**src/rtl/rr_arbiter8.sv**
```systemverilog
// rtl/rr_arbiter8.sv - 8-way round-robin arbiter with hold limit and one-hot grant
module rr_arbiter8 #(
  parameter int unsigned MAX_HOLD = 16
) (
  input  logic       clk,
  input  logic       rst,
  input  logic [7:0] req,
  input  logic       done,
  output logic [7:0] grant,
  output logic [2:0] grant_idx,
  output logic       grant_valid,
  output logic       timeout
);

  typedef enum logic {
    IDLE  = 1'b0,
    GRANT = 1'b1
  } state_e;

  // A limit of 0 means "hold forever"; the compare value is then unused.
  localparam bit         LIMIT_EN  = (MAX_HOLD != 0);
  localparam logic [7:0] HOLD_LAST = (MAX_HOLD == 0) ? 8'd0 : 8'(MAX_HOLD - 1);

  state_e     state_q, state_d;
  logic [7:0] grant_q, grant_d;
  logic [2:0] idx_q, idx_d;
  logic [2:0] ptr_q, ptr_d;
  logic [7:0] hold_cnt_q, hold_cnt_d;
  logic       timeout_q, timeout_d;

  logic       pick_found;
  logic [2:0] pick_idx;
  logic       release_done;
  logic       release_to;

  // First requester at or after ptr, wrapping modulo 8.
  always_comb begin
    pick_found = 1'b0;
    pick_idx   = ptr_q;
    for (int k = 0; k < 8; k++) begin
      if (!pick_found && req[ptr_q + 3'(k)]) begin
        pick_found = 1'b1;
        pick_idx   = ptr_q + 3'(k);
      end
    end
  end

  // Release conditions for the current owner; done beats the hold limit.
  always_comb begin
    release_done = done | ~req[idx_q];
    release_to   = LIMIT_EN && (hold_cnt_q == HOLD_LAST) && !release_done;
  end

  // Next-state logic: arbitrate in IDLE, hold or release in GRANT.
  always_comb begin
    state_d    = state_q;
    grant_d    = grant_q;
    idx_d      = idx_q;
    ptr_d      = ptr_q;
    hold_cnt_d = hold_cnt_q;
    timeout_d  = 1'b0;
    case (state_q)
      IDLE: begin
        if (pick_found) begin
          state_d    = GRANT;
          idx_d      = pick_idx;
          grant_d    = 8'b1 << pick_idx;
          hold_cnt_d = 8'd0;
        end
      end
      GRANT: begin
        if (release_done || release_to) begin
          state_d    = IDLE;
          grant_d    = 8'h00;
          ptr_d      = idx_q + 3'd1;
          hold_cnt_d = 8'd0;
          timeout_d  = release_to;
        end else begin
          hold_cnt_d = hold_cnt_q + 8'd1;
        end
      end
      default: begin
        state_d = IDLE;
        grant_d = 8'h00;
      end
    endcase
  end

  // State register with synchronous reset overriding any grant in progress.
  always_ff @(posedge clk) begin
    if (rst) begin
      state_q    <= IDLE;
      grant_q    <= 8'h00;
      idx_q      <= 3'd0;
      ptr_q      <= 3'd0;
      hold_cnt_q <= 8'd0;
      timeout_q  <= 1'b0;
    end else begin
      state_q    <= state_d;
      grant_q    <= grant_d;
      idx_q      <= idx_d;
      ptr_q      <= ptr_d;
      hold_cnt_q <= hold_cnt_d;
      timeout_q  <= timeout_d;
    end
  end

  assign grant       = grant_q;
  assign grant_idx   = idx_q;
  assign grant_valid = |grant_q;
  assign timeout     = timeout_q;

endmodule
```
**config.mk**
```make
export PLATFORM = sky130hd
export DESIGN_NAME = rr_arbiter8
export DESIGN_NICKNAME = d
export VERILOG_FILES = /design/src/rtl/rr_arbiter8.sv
export SDC_FILE = /design/constraint.sdc
export NUM_CORES = 1
export LEC_CHECK = 0
export CAP_MARGIN = 20
export CORE_ASPECT_RATIO = 1.1
export CORE_MARGIN = 4
export CORE_UTILIZATION = 52
export CTS_CLUSTER_SIZE = 12
export DETAILED_ROUTE_END_ITERATION = 6
export PLACE_DENSITY_LB_ADDON = 0.3
export SLEW_MARGIN = 25
export SYNTH_ARGS = -nofsm -noshare
export SYNTH_HDL_FRONTEND = slang
export SYNTH_SLANG_ARGS = --single-unit
export TNS_END_PERCENT = 1
```
**constraint.sdc**
```tcl
create_clock -name clk -period 3.04 [get_ports clk]
set_clock_uncertainty 0.05 [all_clocks]
set_input_delay 0.608 -clock clk [delete_from_list [all_inputs] [get_ports clk]]
set_output_delay 0.608 -clock clk [all_outputs]
set_load 0.01 [all_outputs]
```
Yosys cells after proc, flatten, opt, wreduce, memory -nomap -nowiden
Cells that the tools add are included.

storage, ports and cells
  flip-flop bits (word level) = 24
  input bits = 11
  logic and storage cells = 96

operators by class
  $add $sub $neg = 9
  magnitude comparators = 9
  equality and inequality tests = 3
  shifts and indexed selects = 1
  mux-type cells = 42
  bitwise logic cells = 4
  reductions and logical operators = 22

operators with widths
  cell                                                                   number
  3-bit by 4-bit < comparator with 1-bit output, second input constant   9
  8-bit 2-to-1 mux                                                       4
  8-bit one-hot mux with 2 select lines                                  2
  1-bit binary-select mux with 3-bit select                              9
  3-bit 2-to-1 mux                                                       7
  1-bit 2-to-1 mux                                                       19
  3-bit adder, second input constant                                     4
  8-bit by 1-bit adder with 8-bit output, second input constant          1
  8-bit by 4-bit equality test with 1-bit output, second input constant  1
  1-bit logical AND                                                      8
  1-bit logical NOT                                                      8
  8-bit OR reduction                                                     1
  1-bit by 3-bit left shift with 8-bit output, first input constant      1
  3-bit by 1-bit adder with 3-bit output, second input constant          2
  3-bit by 2-bit adder with 3-bit output, second input constant          2
  2-bit AND reduction                                                    3
  1-bit NOT                                                              3
  3-bit OR reduction                                                     1
  2-bit by 1-bit != test with 1-bit output, second input constant        1
  2-bit != test, second input constant                                   1
  1-bit one-hot mux with 2 select lines                                  1
  1-bit logical OR                                                       1
  1-bit bitwise OR                                                       1

Depth between registers and ports, before layout
Gate-level depths: netlist of run 1.

  depth in word-level cells = 27
  mapped depth = 14
  gate-level depth less buffers = 10

Least setup slack after synthesis of run 1
No wires, ideal clock.

  path type = reg-to-reg
  start = register ptr_q[1]
  end = register grant_q[2], in the netlist grant[2]
  setup time = 0.117 ns
  data arrival time = 3.100 ns
  setup slack = -0.227 ns
  cell stages (with the launch flop) = 14
  path buffers = 3
  period minus slack after synthesis = 3.267 ns
  cells stage by stage = dfxtp_1 buf_2 buf_2 inv_1 ha_1 buf_4 mux4_2 mux2i_1 a32oi_2 nand3b_4 a211oi_2 nor3_1 o32a_1 a32o_1

between the ends
  word-level cells in the longest chain between the ends = 27
  elaborated cells between the ends (all ways) = 57
  those cells by class = add/sub (7); eq/ne (1); shift (1); mux (33); reduce/logical (15)

ends and longest elaborated chain
  item                                                                                             line  text
  start: declaration                                                                               27    logic [2:0] ptr_q, ptr_d;
  start signal: assignment                                                                         102   ptr_q <= ptr_d;
  parallel branches: the longest is 27 deep, another holds 3-bit by 1-bit adder with 3-bit output  n/a
  end signal: assignment                                                                           100   grant_q <= grant_d;
  end: declaration                                                                                 25    logic [7:0] grant_q, grant_d;

Several ways; the timed one is not identified. The select of a mux whose other input is x is not followed.
A chain may end at the register's enable or synchronous reset.

Worst setup path after layout of run 1
  start = register ptr_q[1]
  end = register grant_q[3], in the netlist grant[3]

The elaborated chain is that of the path after synthesis.

==> results of run 1 <==
[routing by layer]
layer  GRT usage  part of all wire  wire length, um
met2       0.390              0.50             3110
met3      0.0277             0.042              259
met5           0                 0                0
met1       0.327              0.44             2740
met4      0.0594             0.010               63
[stage by stage]
stage,setup TNS [ps],hold WS (ps)
4_1_cts,0,434
3_3_place_gp,-3350,418
5_1_grt,-39.0,485
2_1_floorplan,-33.2,408
3_5_place_dp,-4220,423
6_report,0,432
[synth_stat cells (3+ instances only)]
cell type   n  area, um^2
a2111oi_0   3        26.3
a211oi_2    3        37.5
a21oi_1    16        80.1
a32o_1      4        40.0
and3_1      5        31.3
buf_2       3        15.0
buf_6       3        33.8
clkbuf_1    4        15.0
dfxtp_1    24         480
ha_1        4        50.1
inv_1       3        11.3
mux2_2      3        33.8
mux2i_1    12         120
mux4_2     12         270
nand2_1    23        86.3
nand2b_1    4        25.0
nand3_1     6        30.0
nor2_1     22        82.6
nor2b_1     3        18.8
nor3_1      7        35.0
nor4_1      4        25.0
o21a_1      3        22.5
o21ai_0     3        15.0
o21ai_1     7        35.0
o31ai_1     5        37.5
or3_1       6        37.5
xnor2_1     3        26.3
[state kept, by name, summed over array words and instances, names as in the netlist]
name and count:
grant 8, hold_cnt_q 8, grant_idx 3, ptr_q 3, state_q 1, timeout 1
[logic make-up after synthesis]
| group | after synthesis | share of synthesized area |
|---|---|---|
| muxes | 32 | 0.228 |
| xor gates and xnor gates | 6 | 0.0355 |
| buffers and inverters | 17 | 0.0439 |
| DFF | 24 | 0.216 |
| AOI/OAI and AO/OA | 63 | 0.213 |
| and+or+nand+nor | 96 | 0.241 |
| adders and majority gates | 4 | 0.0225 |
[worst paths after layout]
kind	slack, ps	to	depth (start not counted)
min reg2reg	430	grant[0]	2
max	70	grant[3]	10
min	430	grant[0]	2
max reg2reg	70	grant[3]	10
[final cells by class]
class,count,area (um^2)
timing repair buffer,77,629
tap,52,65.1
inverter,5,21.3
sequential,24,485
clock buffer,3,41.3
clock inverter,1,30.0
fill,302,1050
multi-input combinational,201,1730
[power by group through the flow]
stage | registers (uW) | logic [uW] | clock network, uW
after floorplan | 404 | 775 | 0
after global placement | 409 | 1210 | 0
after detailed placement | 410 | 1220 | 0
after CTS | 403 | 1260 | 282
after global routing | 411 | 1410 | 295
final | 403 | 1310 | 277
[worst max-delay path: cells and delay by family, from the launching register on]
family | cells | cell delay [ps]
compound gates | 4 | 1010
simple gates | 2 | 300
flops | 1 | 380
mux | 2 | 770
buf+inv | 1 | 60
fa+ha+maj | 1 | 300
[repair_timing]
| action | CTS | global route |
|---|---|---|
| resized for setup | 12 | 12 |
| pin swaps | 1 | 3 |
| setup buffers | 0 | 0 |
| setup endpoints to repair | 10 | 10 |
| hold buffers | 0 | 0 |
==> metrics.yaml, run 1 <==
status: "completed"
hold_viol: 0
drtIter0Drc: 198
clk_pin_slew_ps: 90
cp_data_arrival_time_ps: 3080
async_flop_share: 0
post-route-period-util: 0.977
final_antenna_net_count: 0
final_cells: 363
synth-edff-count: 0
ys_types: 62
die_w_um: 70.3
ir_worst_vdd_mv: 0.474
pwr-share-clk: 0.139
gp_congestion: 0.905
p_seq_frac: 0.203
tightest_slew_ps: 451
synth_area_per_cell_um2: 9.18
die_area_um2: 5380
setup_viol: 0
hp-start: "grant[0]"
hp-class: "reg -> reg"
ios: 24
vias_per_cell: 6.09
die_h_um: 76.5
ys_seq_elements: 24
path_max_fanout: 8
min_period_ps: 2970
numPortBuffers: 23
max_stage_delay_ps: 560
netSwitchingFraction: 0.396
wl_per_cell_um: 17.0
p_leak_uw: 0.00116
gr-total-overflow: 0
path_cells: "inv_4, ha_4, mux4_2, mux2i_4, a32oi_4, nand3b_4, a211oi_2, nor3_2, o32a_1, a32o_1"
crit_path_start_kind: "flip-flop"
htreeDepth: 1
syn2layout_area_growth_pct: 35.2
cts_sinks: 24
comb_power_share: 0.658
ys.flop_type: "dfxtp_1"
clock_path_buffers: 2
route.detailed.drc: 0
rsz0062_at_grt: "yes"
antenna_found_initial: 0
slew_headroom: 0.691
initial_core_util: 0.548
placed_area_um2: 2860
nets: 327
finalInstanceArea_um2: 3000
cp.required_ps: 3150
fin_ws_ps: 71.0
drv_slew: 0
diodes: 0
routed_wl_um: 6180
synth_cells: 242
vias: 2210
place_inst: 359
grtUsageTotal: 0.237
grt_first_pass_wirelength_um: 10600
layout-drive-gt1-share: 0.350
timing.fmax_ghz: 0.337
crit_type: "reg -> reg"
timing.rr.start: "ptr_q[1]"
coreArea_um2: 4050
hpwl_um: 4550
p_total_uw: 1990
p_sw_uw: 786
p_int_uw: 1200
synth_nets: 257
cp_slowest_cell: "mux4_2"
drv_cap: 0
grt_pass1_vias: 2157
final_common_cell: "buf_4"
final_util: 0.741
syn_area_um2: 2220
layout_common_cells: "buf_4 (53), nand2_1 (23), nor2_1 (22), dfxtp_1 (22), a21oi_1 (16)"
num_rows: 24
grt_max_degree: 18
yosysWarningCount: 0
clk_latency_ps: 260
end_kind: "flip-flop"
cts_buffers: 3
p_per_area_nw_per_um2: 662
dp_slack_ps: -382
crit_path_start: "ptr_q[1]"
firstDrtPassIters: 4
seq_area_frac_synth: 0.216
clockRootBuffer: "clkbuf_8"
cts_tree: "built"
No activity file was read; power rests on OpenSTA's default activity.
==> inputs of run 2 (changes only) <==
--- a/config.mk
+++ b/config.mk
@@ -12,7 +12,7 @@
 export CTS_CLUSTER_SIZE = 12
 export DETAILED_ROUTE_END_ITERATION = 6
 export PLACE_DENSITY_LB_ADDON = 0.3
-export SLEW_MARGIN = 25
+export SLEW_MARGIN = 40
 export SYNTH_ARGS = -nofsm -noshare
 export SYNTH_HDL_FRONTEND = slang
 export SYNTH_SLANG_ARGS = --single-unit
==> results of run 2 <==
Same layout as run 1: the final DEF is identical, and so are final timing and power.
